File: src/rtl/mips_pkg.sv
// Shared types for the instruction-memory loader slice.
// Word type, loader state encoding and byte/word constants.
package mips_pkg;

  typedef logic [31:0] word_t;

  typedef enum logic [2:0] {
    IDLE,
    LEN,
    LOAD,
    CSUM,
    DONE,
    ERR
  } ld_state_t;

  localparam int BYTES_PER_WORD = 4;

endpackage

File: src/rtl/byte_packer.sv
// Big-endian byte-to-word packer: 2-bit byte counter plus shift register.
// Ports: clk, rst, clr (restart at byte 0), take (byte accepted), data,
//        word_valid (pulse with the 4th byte), word (assembled word).
module byte_packer
  import mips_pkg::*;
(
  input  logic       clk,
  input  logic       rst,
  input  logic       clr,
  input  logic       take,
  input  logic [7:0] data,
  output logic       word_valid,
  output word_t      word
);

  localparam int CW = $clog2(BYTES_PER_WORD);
  localparam logic [CW-1:0] LAST = CW'(BYTES_PER_WORD - 1);
  localparam logic [CW-1:0] INC = CW'(1);

  logic [CW-1:0] cnt;
  logic [23:0]   acc;

  // The 4th byte completes the word combinationally so the owner can
  // register the write on the same edge the byte is accepted.
  assign word_valid = take && (cnt == LAST);
  assign word       = {acc, data};

  always_ff @(posedge clk or posedge rst) begin
    if (rst) begin
      cnt <= '0;
      acc <= '0;
    end else if (clr) begin
      cnt <= '0;
      acc <= '0;
    end else if (take) begin
      cnt <= cnt + INC;
      acc <= {acc[15:0], data};
    end
  end

endmodule

File: src/rtl/imem_loader.sv
// Instruction-memory loader: length-prefixed big-endian byte stream in,
// sequential word writes out; holds the CPU until a valid program lands.
// Ports: clk, rst, start, in_data/in_valid/in_ready, mem_we/mem_addr/
//        mem_wdata, busy, done, error, cpu_hold, words_loaded.
// Option: IMEM_LOADER_CHECKSUM_EN adds a trailing 32-bit sum check.
module imem_loader
  import mips_pkg::*;
#(
  parameter int ADDR_W    = 8,
  parameter int BASE_ADDR = 0
) (
  input  logic              clk,
  input  logic              rst,
  input  logic              start,
  input  logic [7:0]        in_data,
  input  logic              in_valid,
  output logic              in_ready,
  output logic              mem_we,
  output logic [ADDR_W-1:0] mem_addr,
  output logic [31:0]       mem_wdata,
  output logic              busy,
  output logic              done,
  output logic              error,
  output logic              cpu_hold,
  output logic [ADDR_W:0]   words_loaded
);

  localparam int DEPTH = 2 ** ADDR_W;
  localparam logic [31:0] MAX_N = 32'(DEPTH - BASE_ADDR);
  localparam logic [ADDR_W:0] ONE = (ADDR_W + 1)'(1);
  localparam logic [ADDR_W-1:0] BASE = ADDR_W'(BASE_ADDR);

  ld_state_t       state;
  logic [ADDR_W:0] len;
  logic [ADDR_W:0] wl_next;
  logic            take;
  logic            go;
  logic            pk_valid;
  word_t           pk_word;
`ifdef IMEM_LOADER_CHECKSUM_EN
  word_t           sum;
`endif

  assign take    = in_valid && in_ready;
  assign go      = start && (state == IDLE || state == DONE ||
                             state == ERR);
  assign wl_next = words_loaded + ONE;

  byte_packer u_packer (
    .clk        (clk),
    .rst        (rst),
    .clr        (go),
    .take       (take),
    .data       (in_data),
    .word_valid (pk_valid),
    .word       (pk_word)
  );

  always_ff @(posedge clk or posedge rst) begin
    if (rst) begin
      state        <= IDLE;
      len          <= '0;
      in_ready     <= 1'b0;
      mem_we       <= 1'b0;
      mem_addr     <= '0;
      mem_wdata    <= '0;
      busy         <= 1'b0;
      done         <= 1'b0;
      error        <= 1'b0;
      cpu_hold     <= 1'b1;
      words_loaded <= '0;
`ifdef IMEM_LOADER_CHECKSUM_EN
      sum          <= '0;
`endif
    end else begin
      mem_we <= 1'b0;
      case (state)
        IDLE, DONE, ERR: begin
          if (go) begin
            state        <= LEN;
            len          <= '0;
            in_ready     <= 1'b1;
            busy         <= 1'b1;
            cpu_hold     <= 1'b1;
            done         <= 1'b0;
            error        <= 1'b0;
            words_loaded <= '0;
`ifdef IMEM_LOADER_CHECKSUM_EN
            sum          <= '0;
`endif
          end
        end
        LEN: begin
          if (pk_valid) begin
            if (pk_word == '0) begin
              state    <= DONE;
              in_ready <= 1'b0;
              busy     <= 1'b0;
              done     <= 1'b1;
              cpu_hold <= 1'b0;
            end else if (pk_word > MAX_N) begin
              state    <= ERR;
              in_ready <= 1'b0;
              busy     <= 1'b0;
              error    <= 1'b1;
            end else begin
              state <= LOAD;
              len   <= pk_word[ADDR_W:0];
            end
          end
        end
        LOAD: begin
          if (pk_valid) begin
            mem_we       <= 1'b1;
            mem_addr     <= BASE + words_loaded[ADDR_W-1:0];
            mem_wdata    <= pk_word;
            words_loaded <= wl_next;
`ifdef IMEM_LOADER_CHECKSUM_EN
            sum          <= sum + pk_word;
`endif
            // Stop taking bytes once the last word is in hand.
            if (wl_next == len) in_ready <= 1'b0;
          end else if (mem_we && words_loaded == len) begin
            // Leave LOAD only after the final strobe has been issued.
`ifdef IMEM_LOADER_CHECKSUM_EN
            state    <= CSUM;
            in_ready <= 1'b1;
`else
            state    <= DONE;
            busy     <= 1'b0;
            done     <= 1'b1;
            cpu_hold <= 1'b0;
`endif
          end
        end
`ifdef IMEM_LOADER_CHECKSUM_EN
        CSUM: begin
          if (pk_valid) begin
            in_ready <= 1'b0;
            busy     <= 1'b0;
            if (pk_word == sum) begin
              state    <= DONE;
              done     <= 1'b1;
              cpu_hold <= 1'b0;
            end else begin
              state <= ERR;
              error <= 1'b1;
            end
          end
        end
`endif
        default: state <= IDLE;
      endcase
    end
  end

endmodule

File: config.mk
export PLATFORM = sky130hd
export DESIGN_NAME = imem_loader
export DESIGN_NICKNAME = d
export VERILOG_FILES = /design/src/rtl/mips_pkg.sv /design/src/rtl/byte_packer.sv /design/src/rtl/imem_loader.sv
export SDC_FILE = /design/constraint.sdc
export NUM_CORES = 1
export LEC_CHECK = 0
export ABC_AREA = 1
export ABC_CLOCK_PERIOD_IN_PS = 3100
export CAP_MARGIN = 10
export CORE_AREA = 2 2 93 95
export CTS_BUF_LIST = sky130_fd_sc_hd__clkbuf_8
export DETAILED_ROUTE_END_ITERATION = 7
export DIE_AREA = 0 0 95 97
export MAX_ROUTING_LAYER = met4
export PLACE_DENSITY = 0.79
export SLEW_MARGIN = 10
export SYNTH_ARGS = -nofsm -noshare
export SYNTH_HDL_FRONTEND = slang
export SYNTH_SLANG_ARGS = --single-unit
File: constraint.sdc
create_clock -name clk -period 3.1 [get_ports clk]
set_input_delay 0.31 -clock clk [delete_from_list [all_inputs] [get_ports clk]]
set_output_delay 0.31 -clock clk [all_outputs]
set_load 0.02 [all_outputs]
# Yosys cells after proc, flatten, opt, wreduce, memory -nomap -nowiden

Index checks and enable logic that the tools add are counted.

Logic and storage cells: 98
Output and inout port bits: 55
Bits in registers: 93
Bits of input ports: 12

Add/sub/neg operators: 2
Eq/ne operators: 18
Multiplexer cells: 43
$lt $le $gt $ge: 1
Reduce and logical (&&, ||, !) cells: 21

Operator list:

| kind                  | number |
|---|---|
| $mux W24              | 2 |
| $mux W9               | 5 |
| $pmux W9 S2           | 2 |
| $gt A32 B9 Y1 const B | 1 |
| $logic_not A32 Y1     | 1 |
| $mux W1               | 20 |
| $ne A2 B2 Y1 const B  | 10 |
| $eq A9 B9 Y1          | 2 |
| $mux W3               | 6 |
| $reduce_and A6 Y1     | 3 |
| $pmux W1 S3           | 4 |
| $reduce_and A5 Y1     | 2 |
| $add A9 B1 Y9 const B | 1 |
| $pmux W3 S3           | 1 |
| $eq A3 B3 Y1 const B  | 2 |
| $reduce_bool A2 Y1    | 3 |
| $logic_and A1 B1 Y1   | 4 |
| $mux W2               | 2 |
| $reduce_and A4 Y1     | 1 |
| $eq A3 B1 Y1 const B  | 1 |
| $eq A3 B2 Y1 const B  | 1 |
| $logic_not A3 Y1      | 1 |
| $ne A3 B3 Y1 const B  | 1 |
| $reduce_and A3 Y1     | 1 |
| 7 further kinds       | 8 |

# Longest topological paths before layout

Gate-level depths: netlist of the first run.

Depth after elaboration: 6
Depth in mapped cells: 13
Gate-level depth less buffers: 13

# Cells and area by module

A second synthesis of the first run with hierarchy kept.

Cell total of the unflattened synthesis: 557
Area, all modules: 4481.8 um^2

Modules (own cells, without submodules):

| module      | cells each | area each (um^2) | sequential area each (um^2) | instances |
|---|---|---|---|---|
| imem_loader | 431        | 3349.5           | 1677.9                      | 1 |
| byte_packer | 126        | 1132.3           | 650.6                       | 1 |

# Least setup slack after synthesis of the first run

No wires, ideal clock.

Path kind: register to register
From: reg words_loaded[0]
To: reg in_ready
Required time: 2.979 ns
Buffers on the path: 0
Stages on the path, launching flop included: 13
Setup time: 0.121 ns
Setup slack: 1.448 ns
Clock period less this slack: 1.652 ns
Arrival time: 1.531 ns
Path through: dfrtp_1 > ha_1 > nand2_1 > o21ai_0 > nand2_1 > nand2_1 > nand2_1 > nor2_1 > nand3_1 > nand2_1 > nand2_1 > nand2_1 > nand2_1

Cells in the longest elaborated chain, start to end: 4

Ends and longest elaborated chain:

| item                               | RTL line           | RTL |
|---|---|---|
| start: declaration                 | imem_loader.sv:25  | `output logic [ADDR_W:0] words_loaded` |
| start signal: assignment           | imem_loader.sv:117 | `words_loaded <= wl_next;` |
| $add A9 B1 Y9                      | imem_loader.sv:47  | `assign wl_next = words_loaded + ONE;` |
| $eq A9 B9 Y1                       | imem_loader.sv:122 | `if (wl_next == len) in_ready <= 1'b0;` |
| $ne A2 B2 Y1 (no source line)      | -                  |  |
| $reduce_and A6 Y1 (no source line) | -                  |  |
| end signal: assignment             | imem_loader.sv:63  | `in_ready <= 1'b0;` |
| end signal: assignment             | imem_loader.sv:82  | `in_ready <= 1'b1;` |
| end signal: assignment             | imem_loader.sv:122 |  |
| end: declaration                   | imem_loader.sv:17  | `output logic in_ready,` |

No other way between the ends.
A chain may end at the register's enable or synchronous reset.

# Worst setup path in the final report of the first run

From: reg state[2]
To: reg u_packer.acc[22]

Cells in the longest elaborated chain, start to end: 5
Elaborated cells on any way between the ends: 8
Those cells by class: eq/ne: 2; mux: 1; reduce/logical: 5

Ends and longest elaborated chain:

| item                                                    | RTL line          | RTL |
|---|---|---|
| start: declaration                                      | imem_loader.sv:33 | `ld_state_t state;` |
| start signal: assignment                                | imem_loader.sv:61 | `state <= IDLE;` |
| start signal: assignment                                | imem_loader.sv:80 | `state <= LEN;` |
| start signal: assignment                                | imem_loader.sv:96 | `state <= DONE;` |
| $eq A3 B3 Y1 / $logic_not A3 Y1 (equally long branches) | imem_loader.sv:45 | `assign go = start && (state == IDLE \|\| state == DONE \|\|` |
| $logic_or A1 B1 Y1                                      | imem_loader.sv:45 |  |
| $logic_or A1 B1 Y1 *                                    | imem_loader.sv:45 |  |
| $logic_and A1 B1 Y1 *                                   | imem_loader.sv:45 |  |
| $mux W24 / $reduce_bool A2 Y1 (equally long branches)   | -                 |  |
| end signal: assignment                                  | byte_packer.sv:37 | `acc <= {acc[15:0], data};` |
| end: declaration                                        | byte_packer.sv:21 | `logic [23:0] acc;` |

Mark *: on every way between the ends. The rest lies on a longest branch, timed or not.

==> summary.md, run 1 <==
| Metric | Value |
|---|---|
| Net Count, Synth | 559 |
| Number of buffers and inverters on the critical path | 4 |
| Final hold vios | 0 |
| Most frequent cells in the layout | nand2_1 (152), dfrtp_1 (92), inv_1 (78) |
| Finished Core Util | 0.656 |
| Global Route Usage Sum | 0.232 |
| Family with the most delay on the worst path | simple AND/OR/NAND/NOR gates |
| Post-route insts no fill | just over 700 |
| Post-synth top area share | 0.528 |
| Via Count | 3672 |
| DRT iter0 DRCs | roughly 240 |
| Largest net degree at the start of global routing | approximately 70 |
| CP Cell Sequence | inv_2, a21oi_2, inv_2, nor2_4, inv_2, nand2_2, nor2_1, a31oi_1, inv_1 |
| Crit path launch type | flip-flop |
| Number of synthesized register bits | 93 |
| Starting density of the core | 0.536 |
| Crit. End Element | flip-flop |
| Final WS setup | about 1200 ps |
| Post-route ant nets | 0 |
| Crit share post-route | 0.626 |
| Placed cells | 703 |
| CTS tree | done |
| Drt via density | around 5 |
| Routability cong. | between 0.8 and 0.9 |
| Drt first pass iters | 4 |
| DRC violation count after routing | 0 |
| Max_cap viols | 0 |
| Syn-to-layout area delta | 22.4% |
| Largest cells by area after synthesis | dfrtp_1 (53%), nand2_1 (13%), inv_1 (6.8%), nor2_1 (5.9%), o21ai_0 (4.2%) |
| Worst Path Max Fanout | 30 |
| Number of global-route vias before repair | ~3400 |
| PD cells | approximately 780 nW/um^2 |
| Cell area after placement | just over 5000 um^2 |
| Yosys cell types | 29 |
| Max Used Layer | met4 |
| Number of port buffers | 66 |
| First-pass GRT wire length | 16300 um |
| # setup viols final | 0 |
| Rows | 33 |
| Clock root cell | clkbuf_8 |
| H-Tree Depth | 3 |
| Crit path top cell by count | inv_2 |
| Setup Crit Path Kind | flip-flop to flip-flop |
| Share of layout cells above drive strength 1 | 0.0831 |
| Grt total ovfl | 0 |
| RSZ-0062 raised after global routing | no |
| I/O Pins | 67 |
| Max_slew headroom | 0.522 |
| Detail Route met3 WL | ~500 um |
| Dpl hpwl | roughly 6900 um |
| Max Buffers Root-to-Sink | 2 |
| Hold-fix buffer count after cts | 0 |
| Most common cell after layout, fill and taps aside | nand2_1 |
| Crit path DAT | 2230 ps |
| Sequential area share after synthesis | 0.534 |
| Skew-Pair Late Insertion Delay | roughly 350 ps |
| Worst slew pin tran | 713 ps |
| Setup WS pre-CTS | approximately 900 ps |
| Slew Viols, Final | 0 |
| P_leak | 2.66 nW |
| DIE AREA | 9220 um^2 |
| Final total negative setup slack | 0 ps |
| # clock sinks | 93 |
| Die H | 97 um |
| Peak supply drop | about 0.4 mV |
| Worst hold slack | between 200 and 300 ps |
| Clock Pin Slew Worst Setup and Hold Paths | ~90 ps |
| Met2 wire len | roughly 4500 um |
| Clock buffer count from CTS | 9 |
| DRT met1 WL | 4550 um |
| Routed WL per cell | around 14 um |
| Die W | ~95 um |
| CP max stage delay | around 420 ps |
| Final net count | 623 |
| Fin crit period | approximately 1900 ps |
| ANT cells | 0 |
| Mapped Area | about 4400 um^2 |
| Post-route total power | 4.16 mW |
| Post-Syn Area per Cell | between 7 and 8 um^2 |
| HP Class | input pin to asynchronous set/reset pin |
| Status | finished clean |
| Routed WL | 9750 um |
| Yosys warning total | 0 |
| Cells after synthesis | about 550 |
| Initial antenna violation count | 0 |
| Required @ worst endpoint | approximately 3400 ps |
| Finished Cell Area | 5340 um^2 |
| Critical-path top delay cell | dfrtp_1 |
| Cell taking the most area after synthesis | dfrtp_1 |
| Post-CTS sizing | 0 |
| Post-CTS setup repair buffer count | 0 |
| Max frequency | 515 MHz |
| Core ar. | just over 8000 um^2 |
| Post-Route Skew | a little under 10 ps |
==> cell usage after synthesis, drive strengths merged <==
cell      n
nor2     72
nor3      3
dfstp     1
o21bai    1
nand2   157
clkinv    1
xor2      6
a31oi    25
inv      87
clkbuf    5
ha        2
buf      13
o22ai     5
nand4     2
a21oi     6
xnor2     3
o21ai    47
nand3    17
dfrtp    92
==> where the power goes <==
| part | total [mW] | internal, mW | switching [mW] | leakage [nW] |
|---|---|---|---|---|
| clock network | 0.842 | 0.417 | 0.425 | 0.102 |
| registers | 1.69 | 1.49 | 0.202 | 1.27 |
| logic | 1.63 | 0.575 | 1.05 | 1.29 |
| total | 4.16 | 2.48 | 1.68 | 2.66 |
==> path summary, 6_finish.rpt <==
path | from | endpoint | slack, ps | depth (start not counted)
max reg2reg | state[2] | u_packer.acc[22] | 1160 | 9
max in group asynchronous | rst | mem_wdata[21] | 2100 | 3
min in group clk | cpu_hold | cpu_hold | 490 | 2
min | rst | words_loaded[8] | 280 | 2
min reg2reg | cpu_hold | cpu_hold | 490 | 2
max | state[2] | u_packer.acc[22] | 1160 | 9
==> state kept, by name, indices dropped and copies added, names as in the netlist <==
name,count
mem_wdata,32
u_packer.acc,24
len,9
words_loaded,9
mem_addr,8
state,3
u_packer.cnt,2
busy,1
cpu_hold,1
done,1
error,1
in_ready,1
mem_we,1
==> final cells by class <==
cell class	count	area, um^2
fill	680	2800
sequential	93	2330
multi-input combinational	346	1610
timing repair buffer	71	723
inverter	88	332
clock buffer	11	151
tap	105	131
clock inverter	5	58.8
==> cells by family (layout without fill, tap and decap cells) <==
| group | Yosys count | count (layout) | synth area share |
|---|---|---|---|
| and+or+nand+nor | 251 | 251 | 0.230 |
| buffers and inverters | 106 | 175 | 0.0964 |
| DFF | 93 | 93 | 0.534 |
| AOI/OAI and AO/OA | 84 | 84 | 0.115 |
| xor gates and xnor gates | 9 | 9 | 0.0181 |
| adders and majority gates | 2 | 2 | 0.00574 |
==> metal layers <==
layer  vias to the layer above  track usage
met1                      1734        0.323
met2                       109        0.342
li1                       1819            -
met5                         -            -
met3                        10       0.0483
met4                         0       0.0725
No activity file was read; power rests on OpenSTA's default activity.
==> run 2: changes to the inputs <==
--- a/config.mk
+++ b/config.mk
@@ -6,14 +6,14 @@
 export NUM_CORES = 1
 export LEC_CHECK = 0
 export ABC_AREA = 1
-export ABC_CLOCK_PERIOD_IN_PS = 3100
+export ABC_CLOCK_PERIOD_IN_PS = 1700
 export CAP_MARGIN = 10
-export CORE_AREA = 2 2 93 95
+export CORE_AREA = 2 2 97 99
 export CTS_BUF_LIST = sky130_fd_sc_hd__clkbuf_8
 export DETAILED_ROUTE_END_ITERATION = 7
-export DIE_AREA = 0 0 95 97
+export DIE_AREA = 0 0 99 101
 export MAX_ROUTING_LAYER = met4
-export PLACE_DENSITY = 0.79
+export PLACE_DENSITY = 0.76
 export SLEW_MARGIN = 10
 export SYNTH_ARGS = -nofsm -noshare
 export SYNTH_HDL_FRONTEND = slang
==> constraint.sdc (replaced) <==
create_clock -name clk -period 1.7 [get_ports clk]
set_input_delay 0.17 -clock clk [delete_from_list [all_inputs] [get_ports clk]]
set_output_delay 0.17 -clock clk [all_outputs]
set_load 0.02 [all_outputs]
==> summary.md, run 2 (synthesis gave the netlist of run 1 again) <==
| Metric | Value |
|---|---|
| Worst Path Max Fanout | 5 |
| DRT iter0 DRCs | 194 |
| Finished Core Util | 0.647 |
| Routed WL per cell | 14.0 um |
| Global Route Usage Sum | 0.223 |
| Clock buffer count from CTS | 9 |
| Worst slew pin tran | between 400 and 500 ps |
| Crit. End Element | flip-flop |
| ANT cells | 0 |
| Reg with most FFs | mem_wdata |
| P_int | between 4 and 5 mW |
| Drt via density | around 5 |
| Switching share of total power | 0.413 |
| Max_cap viols | 0 |
| Clock root cell | clkbuf_8 |
| Fin crit period | 1680 ps |
| Post-Route Skew | approximately 10 ps |
| Rows | 35 |
| Final WS setup | between 20 and 25 ps |
| Routability cong. | 0.898 |
| Post-route total power | between 8 and 9 mW |
| Worst hold slack | between 200 and 300 ps |
| Finished Cell Area | just under 6000 um^2 |
| Crit share post-route | 0.986 |
| Skew-Pair Late Insertion Delay | around 360 ps |
| Share of layout cells above drive strength 1 | 0.195 |
| Slew Viols, Final | 0 |
| Initial antenna violation count | 0 |
| HP Class | input pin to asynchronous set/reset pin |
| Final hold vios | 0 |
| Routed WL | ~11000 um |
| # clock sinks | 93 |
| Multi-input logic area | approximately 1800 um^2 |
| Top Registers | mem_wdata: 32 flops, u_packer.acc: 24 flops |
| Setup WS pre-CTS | -209 ps |
| Clock Pin Slew Worst Setup and Hold Paths | around 90 ps |
| Die H | about 100 um |
| Sequential cell area | around 2300 um^2 |
| DRC violation count after routing | 0 |
| Syn-to-layout area delta | 33.3% |
| Via Count | 3843 |
| Max frequency | 597 MHz |
| Crit path launch type | flip-flop |
| Crit path DAT | about 1900 ps |
| Number of global-route vias before repair | about 3600 |
| RSZ-0062 raised after global routing | yes |
| Filler instances | ~730 |
| Starting density of the core | 0.486 |
| Most common cell after layout, fill and taps aside | nand2_1 |
| PD cells | about 1400 nW/um^2 |
| Max reg flops | 32 |
| # setup viols final | 0 |
| Final total negative setup slack | 0 ps |
| P_leak | about 2.9 nW |
| Dpl hpwl | 7520 um |
| Required @ worst endpoint | 1960 ps |
| Die W | about 100 um |
| Setup Crit Path Kind | flip-flop to flip-flop |
| Comb pwr share | 0.445 |
| Largest net degree at the start of global routing | 94 |
| Grt total ovfl | 0 |
| Final net count | between 600 and 700 |
| P_sw | 3.44 mW |
| Core ar. | between 8000 and 9000 um^2 |
| Peak supply drop | about 1.1 mV |
| DIE AREA | ~10000 um^2 |
| Status | finished clean |
| Post-route insts no fill | 761 |
| Number of port buffers | 66 |
| I/O Pins | 67 |
| Placed cells | about 730 |
| CTS tree | done |
| H-Tree Depth | 3 |
| Max Buffers Root-to-Sink | 2 |
| Most frequent cells in the layout | nand2_1 (142), dfrtp_1 (88), inv_1 (71) |
| Cell area after placement | 5340 um^2 |
| Reg power frac | 0.368 |
| First-pass GRT wire length | 17200 um |
| Drt first pass iters | 4 |
| Clock network power share | 0.187 |
| Max_slew headroom | 0.676 |
| Post-route ant nets | 0 |
-- run 2: layout make-up --
class,count,share of cell area
repair buffers,104,0.172
clock inverters,5,0.00991
flip-flops and latches,93,0.402
well taps,111,0.0239
inverters,88,0.0575
clock buffers,11,0.0261
multi-input cells,349,0.309
-- run 2: worst paths after layout --
| kind | cells past startpoint | slack (ps) | start | to |
|---|---|---|---|---|
| max | 10 | 20 | u_packer.acc[0] | len[0] |
| min | 3 | 280 | rst | mem_addr[3] |
| max reg2reg | 10 | 20 | u_packer.acc[0] | len[0] |
| min reg2reg | 2 | 470 | cpu_hold | cpu_hold |
| max in group asynchronous | 3 | 1020 | rst | words_loaded[2] |
| min in group clk | 2 | 470 | cpu_hold | cpu_hold |
-- run 2: metal layers --
metal	up-vias	share of wire	track usage
met5	-	0	-
li1	1900	-	-
met3	19	0.047	0.0291
met1	1824	0.44	0.290
met4	0	0.017	0.0790
met2	100	0.49	0.362
-- run 2: power groups by stage --
| stage | Clock [mW] | Sequential, mW | Combinational [mW] |
|---|---|---|---|
| after floorplan | 0 | 3.22 | 1.96 |
| after global placement | 0 | 3.07 | 3.07 |
| after detailed placement | 0 | 3.11 | 3.17 |
| after CTS | 1.58 | 3.07 | 3.26 |
| after global routing | 1.67 | 3.13 | 4.12 |
| final | 1.56 | 3.07 | 3.71 |
-- run 2: what timing repair did --
action	4_1_cts	5_1_grt
resized for setup	5	52
hold buffers	0	0
setup buffers	0	8
cloned	1	2
endpoints found under the setup margin	11	19
pin swaps	1	20
-- run 2: worst max-delay path: stages, from the launching register on --
cell and delay, ps:
dfrtp_1 440, nor2_1 120, nand2_1 80, nor2_2 170, nand2_1 100, nor2_2 170
nor2_4 70, nand2_2 80, nand2_4 110, nand2_2 160, o21ai_2 70
